==> config.mk <==
export PLATFORM = sky130hd
export DESIGN_NAME = hazard_ctrl
export DESIGN_NICKNAME = d
export VERILOG_FILES = /design/src/rtl/hazard_ctrl.sv
export SDC_FILE = /design/constraint.sdc
export NUM_CORES = 1
export LEC_CHECK = 0
export BUFFER_PORTS_ARGS = -buffer_cell sky130_fd_sc_hd__buf_2
export CORE_MARGIN = 3
export CORE_UTILIZATION = 45
export DETAILED_ROUTE_END_ITERATION = 10
export GPL_ROUTABILITY_DRIVEN = 0
export PLACE_DENSITY_LB_ADDON = 0.2
export RECOVER_POWER = 100
export SLEW_MARGIN = 20
export SYNTH_ARGS = -nofsm -noshare
export SYNTH_HDL_FRONTEND = slang
export SYNTH_SLANG_ARGS = --single-unit
==> constraint.sdc <==
create_clock -name clk -period 2.2 [get_ports clk]
set_input_delay 0.11 -clock clk [delete_from_list [all_inputs] [get_ports clk]]
set_output_delay 0.11 -clock clk [all_outputs]
set_load 0.005 [all_outputs]
==> src/rtl/hazard_ctrl.sv <==
// Decode-stage hazard and forwarding controller with a private E/M/W scoreboard.
// Optional HAZ_STALL_CNT_EN adds a 32-bit count of stalled cycles on port stall_cnt.
module hazard_ctrl #(
  parameter int unsigned RA_W = 5,
  parameter int unsigned T_W  = 2
) (
  input  logic            clk,
  input  logic            reset,
  input  logic [RA_W-1:0] rs_D,
  input  logic [RA_W-1:0] rt_D,
  input  logic [RA_W-1:0] waddr_D,
  input  logic [T_W-1:0]  t_use_rs_D,
  input  logic [T_W-1:0]  t_use_rt_D,
  input  logic [T_W-1:0]  t_new_D,
  output logic            stall_D,
  output logic            flush_E,
  output logic [1:0]      fwd_rs_D,
  output logic [1:0]      fwd_rt_D,
  output logic [1:0]      fwd_rs_E,
  output logic [1:0]      fwd_rt_E,
  output logic            fwd_rt_M
`ifdef HAZ_STALL_CNT_EN
  ,
  output logic [31:0]     stall_cnt
`endif
);

  localparam logic [T_W-1:0] TUnused = '1;

  logic [RA_W-1:0] e_rs_q, e_rt_q, e_waddr_q;
  logic [T_W-1:0]  e_tnew_q;
  logic [RA_W-1:0] m_rt_q, m_waddr_q;
  logic [T_W-1:0]  m_tnew_q;
  logic [RA_W-1:0] w_waddr_q;
  logic            rs_hit, rt_hit;

  function automatic logic [T_W-1:0] sat_dec(input logic [T_W-1:0] x);
    return (x != '0) ? x - T_W'(1) : '0;
  endfunction

  // A reader must wait if a pending producer's result arrives later than it is needed.
  function automatic logic stall_hit(input logic [RA_W-1:0] r, input logic [T_W-1:0] tu,
                                     input logic [RA_W-1:0] ew, input logic [T_W-1:0] et,
                                     input logic [RA_W-1:0] mw, input logic [T_W-1:0] mt);
    return (r != '0) && (tu != TUnused) &&
           (((r == ew) && (tu < et)) || ((r == mw) && (tu < mt)));
  endfunction

  function automatic logic [1:0] fwd_d(input logic [RA_W-1:0] r,
                                       input logic [RA_W-1:0] ew, input logic [T_W-1:0] et,
                                       input logic [RA_W-1:0] mw, input logic [T_W-1:0] mt);
    if ((r != '0) && (r == ew) && (et == '0)) return 2'b01;
    if ((r != '0) && (r == mw) && (mt == '0)) return 2'b10;
    return 2'b00;
  endfunction

  function automatic logic [1:0] fwd_e(input logic [RA_W-1:0] r,
                                       input logic [RA_W-1:0] mw, input logic [T_W-1:0] mt,
                                       input logic [RA_W-1:0] ww);
    if ((r != '0) && (r == mw) && (mt == '0)) return 2'b01;
    if ((r != '0) && (r == ww)) return 2'b10;
    return 2'b00;
  endfunction

  always_comb begin
    rs_hit   = stall_hit(rs_D, t_use_rs_D, e_waddr_q, e_tnew_q, m_waddr_q, m_tnew_q);
    rt_hit   = stall_hit(rt_D, t_use_rt_D, e_waddr_q, e_tnew_q, m_waddr_q, m_tnew_q);
    stall_D  = rs_hit | rt_hit;
    flush_E  = stall_D;
    fwd_rs_D = fwd_d(rs_D, e_waddr_q, e_tnew_q, m_waddr_q, m_tnew_q);
    fwd_rt_D = fwd_d(rt_D, e_waddr_q, e_tnew_q, m_waddr_q, m_tnew_q);
    fwd_rs_E = fwd_e(e_rs_q, m_waddr_q, m_tnew_q, w_waddr_q);
    fwd_rt_E = fwd_e(e_rt_q, m_waddr_q, m_tnew_q, w_waddr_q);
    fwd_rt_M = (m_rt_q != '0) && (m_rt_q == w_waddr_q);
  end

  always_ff @(posedge clk) begin
    if (!reset) begin
      e_rs_q    <= '0;
      e_rt_q    <= '0;
      e_waddr_q <= '0;
      e_tnew_q  <= '0;
      m_rt_q    <= '0;
      m_waddr_q <= '0;
      m_tnew_q  <= '0;
      w_waddr_q <= '0;
    end else begin
      // A stall injects an all-zero bubble into E; M and W never hold.
      if (stall_D) begin
        e_rs_q    <= '0;
        e_rt_q    <= '0;
        e_waddr_q <= '0;
        e_tnew_q  <= '0;
      end else begin
        e_rs_q    <= rs_D;
        e_rt_q    <= rt_D;
        e_waddr_q <= waddr_D;
        e_tnew_q  <= sat_dec(t_new_D);
      end
      m_rt_q    <= e_rt_q;
      m_waddr_q <= e_waddr_q;
      m_tnew_q  <= sat_dec(e_tnew_q);
      w_waddr_q <= m_waddr_q;
    end
  end

`ifdef HAZ_STALL_CNT_EN
  logic [31:0] stall_cnt_q;

  always_ff @(posedge clk) begin
    if (!reset) begin
      stall_cnt_q <= '0;
    end else if (stall_D) begin
      stall_cnt_q <= stall_cnt_q + 32'd1;
    end
  end

  assign stall_cnt = stall_cnt_q;
`endif

endmodule

### Word-level counts from Yosys, hierarchy flattened

Index checks and enable logic that the tools add are counted.

* logic and storage cells: 93
* register bits after elaboration: 34
* output and inout bits: 11
* input port bits: 23

* bitwise operators: 3
* reduce and logical (&&, ||, !) cells: 37
* equal/unequal tests: 11
* muxes and demuxes: 28
* order comparisons: 4
* $add $sub $neg: 2

Operators with widths (number)
* 5-bit equality test: 9
* 2-bit 2-to-1 mux: 16
* 5-bit nonzero test: 5
* 1-bit logical AND: 23
* 1-bit 2-to-1 mux: 12
* 2-bit < comparator: 4
* 2-bit zero test: 2
* 2-bit != test, second input constant: 2
* 2-bit nonzero test: 2
* 2-bit by 1-bit subtractor with 2-bit output, second input constant: 2
* 3-bit OR reduction: 1
* 1-bit logical OR: 2
* 1-bit NOT: 2
* 2-bit AND reduction: 1
* 2-bit OR reduction: 1
* 1-bit bitwise OR: 1

### Depth between registers and ports, before layout

* depth after elaboration: 7
* gate-level depth with buffers: 7

### Worst setup path after synthesis

No wires, ideal clock.

* kind: register to output
* start point: register e_waddr_q[1]
* end point: output port stall_D
* required time: 2.090 ns
* stages on the path, launching flop included: 7
* buffers on the path: 1
* arrival: 1.610 ns
* slack: 0.480 ns
* path through: dfxtp_1 -> xor2_1 -> nor4_4 -> nand3_2 -> a221oi_4 -> or2_1 -> buf_4

* cells in the longest elaborated chain, start to end: 5
* elaborated cells between the ends (all ways): 9

Ends and longest elaborated chain
* start: declaration: RTL line 30 `logic [RA_W-1:0] e_rs_q, e_rt_q, e_waddr_q;`
* start signal: assignment: RTL line 97 `e_waddr_q <= waddr_D;`
* 5-bit equality test: RTL line 46 `(((r == ew) && (tu < et)) || ((r == mw) && (tu < mt)));`
* 1-bit logical AND: RTL line 46
* 1-bit logical OR: RTL line 46
* 1-bit logical AND: RTL line 45 `return (r != '0) && (tu != TUnused) &&`
* 1-bit bitwise OR *: RTL line 68 `stall_D = rs_hit | rt_hit;`
* end: declaration: RTL line 15 `output logic stall_D,`

Mark *: on every way between the ends. The rest lies on a longest branch, timed or not.

### Final worst setup path

* start point: register m_waddr_q[1]
* end point: output port flush_E

* cells in the longest elaborated chain, start to end: 5
* elaborated cells between the ends (all ways): 9

Ends and longest elaborated chain
* start: declaration: RTL line 32 `logic [RA_W-1:0] m_rt_q, m_waddr_q;`
* start signal: assignment: RTL line 101 `m_waddr_q <= e_waddr_q;`
* 5-bit equality test: RTL line 46
* 1-bit logical AND: RTL line 46
* 1-bit logical OR: RTL line 46
* 1-bit logical AND: RTL line 45
* 1-bit bitwise OR *: RTL line 68
* end: declaration: RTL line 16 `output logic flush_E,`

Marks and branches as above.

==> out/qor.csv <==
metric,value,unit
drt drc,0,
Worst slew margin,0.6525,
register area share after synthesis,0.3574,
CTS max path bufs,2,
CTS tree,done,
worst min-delay path class,primary input to flop,
fill count,404,
worst skew pair latency,0.29,ns
Post-Syn Area,1904,µm²
Die ar.,5048,µm²
synth unique cells,32,
Synth Area per Inst,9.381,µm²
worst path required time,2.09,ns
Achievable Freq,493.5,MHz
critical path capture point type,primary output,
number of global-route vias before repair,1501,
Die Height,71.05,µm
layout net count,272,
io pins,34,
Synth-to-Final Area Change,16.43,%
crit path max fanout,5,
Detailed Routing Iterations Pass 1,4,
WHS,0.04198,ns
post-route setup TNS,0,ns
# diodes,0,
DR vias,1464,
Row Count,23,
first-pass GRT wire length,7.003,mm
WP data arrival,1.92,ns
DP Wirelength,3.133,mm
htree depth,2,
RSZ-0062 raised after global routing,no,
initial antenna violation count,0,
Die Width,71.05,µm
"most common cell after layout, fill and taps aside",dfxtp_1,
Pwr Density,674.7,nW/µm²
# clock sinks,34,
Slew Limit Fails,0,
total wire length,4.071,mm
DR iter-0 viols,61,
Root Buffer,clkbuf_8,
final setup fails,0,
Hold Fails Final Rpt,0,
Clock Skew,0.003533,ns
CTS Buf Count,5,
drt via density,4.980,
crit share post-route,0.9211,
detailed-route wire length per cell,13.85,µm
most frequent cells in the layout,"34 x dfxtp_1, 27 x xor2_1, 25 x buf_2",
Tightest Pin Transition,0.5213,ns
Synth Register Bits,34,
Setup CP Type,flop to primary output,
port buffer count,33,
Routed Antenna Nets,0,
initial core utilization,0.4727,
largest net degree at the start of global routing,33,
fin crit period,2.026,ns
synth warn,0,
share of layout cells above drive strength 1,0.2336,
GRT overflow,0,
worst vdd ir,0.3339,mV
PostCTS Resize Cnt,0,
gr usage total,0.1805,
Clock transition at path regs,0.07,ns
status,"complete, no violations",
Core Region,4029,µm²
"Net Count, Synth",232,
max_cap viols,0,
Synth Instances,203,
crit start category,flop,
Static Leak,0.9961,nW
## state kept, by name, indices dropped and copies added, names as in the netlist
| register | flops |
|---|---|
| e_rs_q | 5 |
| e_rt_q | 5 |
| e_tnew_q | 2 |
| e_waddr_q | 5 |
| m_rt_q | 5 |
| m_tnew_q | 2 |
| m_waddr_q | 5 |
| w_waddr_q | 5 |
## final timing paths
path	slack, ns	to	cells past startpoint	from
max reg2reg	0.20	e_rs_q[0]	7	e_waddr_q[1]
max	0.17	flush_E	6	m_waddr_q[1]
min	0.04	e_waddr_q[4]	3	waddr_D[4]
min reg2reg	0.41	m_tnew_q[0]	1	e_tnew_q[0]
## cells by family (layout without fill, tap and decap cells)
family / Yosys count / count (layout) / share of synthesized area
buffers and inverters: 16 / 57 / 0.04927
flip-flops: 34 / 34 / 0.3574
XOR/XNOR: 44 / 44 / 0.2024
AO/OA/AOI/OAI: 7 / 7 / 0.04073
adder cells (fa/ha/maj): 6 / 6 / 0.03942
AND/OR/NAND/NOR: 96 / 96 / 0.3108
## repair_timing
item	4_1_cts	5_1_grt
endpoints found under the hold margin	1	0
hold buffers	1	0
setup endpoints to repair	0	2
buffers inserted	0	4
## critical path, cell delays in order (launching register included)
cell and delay, ns:
dfxtp_1 0.49, xor2_1 0.13, nor3_2 0.23, nand3_1 0.15, a221oi_4 0.35, or2_1 0.16
buf_2 0.11
## report_power, final
part / total, mW / internal, mW / leakage [nW] / switching [mW]
Clock: 0.576 / 0.337 / 0.0504 / 0.239
Sequential: 0.685 / 0.649 / 0.281 / 0.0360
Combinational: 0.235 / 0.112 / 0.665 / 0.123
## metrics by stage
stage,instances,cell area (µm²),utilization,setup WS (ns),power [mW]
2_1_floorplan,203,1904,-,0.4798,0.8551
3_3_place_gp,281,2102,0.5217,0.2942,0.9363
3_5_place_dp,281,2102,0.5217,0.2496,0.9377
4_1_cts,290,2226,0.5525,0.01579,1.519
5_1_grt,294,2217,0.5503,0.01051,1.577
6_report,294,2217,0.5503,0.1736,1.496
## cell type report
cell class              count  area, µm²  area share
repair buffers             44      231.5      0.1044
well taps                  50      62.56     0.02822
flip-flops and latches     34      680.7      0.3070
clock inverters             3      45.04     0.02032
inverters                   5      18.77    0.008465
multi-input cells         153       1110      0.5006
clock buffers               5      68.82     0.03104
## Yosys cell counts
master | instances | share of area
dfxtp_1 | 34 | 0.36
xor2_1 | 27 | 0.12
nand2_1 | 18 | 0.035
xnor2_1 | 17 | 0.078
and2_1 | 14 | 0.046
nor2_1 | 12 | 0.024
nor3_2 | 12 | 0.063
nor3_1 | 7 | 0.018
nor4_1 | 7 | 0.023
ha_1 | 6 | 0.039
inv_1 | 5 | 0.0099
or4_1 | 5 | 0.020
clkbuf_1 | 4 | 0.0079
nand2b_1 | 4 | 0.013
nand3_1 | 4 | 0.011
a21oi_1 | 3 | 0.0079
buf_2 | 3 | 0.0079
nand4_1 | 3 | 0.0099
a221oi_4 | 2 | 0.028
buf_6 | 2 | 0.012
nor4b_1 | 2 | 0.0092
o21ai_0 | 2 | 0.0053
and2_2 | 1 | 0.0039
buf_4 | 1 | 0.0039
buf_8 | 1 | 0.0079
nand3_2 | 1 | 0.0053
nand3b_1 | 1 | 0.0039
nand4b_1 | 1 | 0.0046
nor2_2 | 1 | 0.0033
nor4_4 | 1 | 0.011
or2_1 | 1 | 0.0033
or2_2 | 1 | 0.0033
## metal layers
metal / up-vias / wire (µm) / GRT usage
met3: 7 / 153 / 0.03693
li1: 759 / - / -
met5: - / 0 / 0
met2: 26 / 1957 / 0.2915
met1: 672 / 1880 / 0.2248
met4: 0 / 80 / 0.09812
Note: power is estimated with default switching activity, not from simulation.
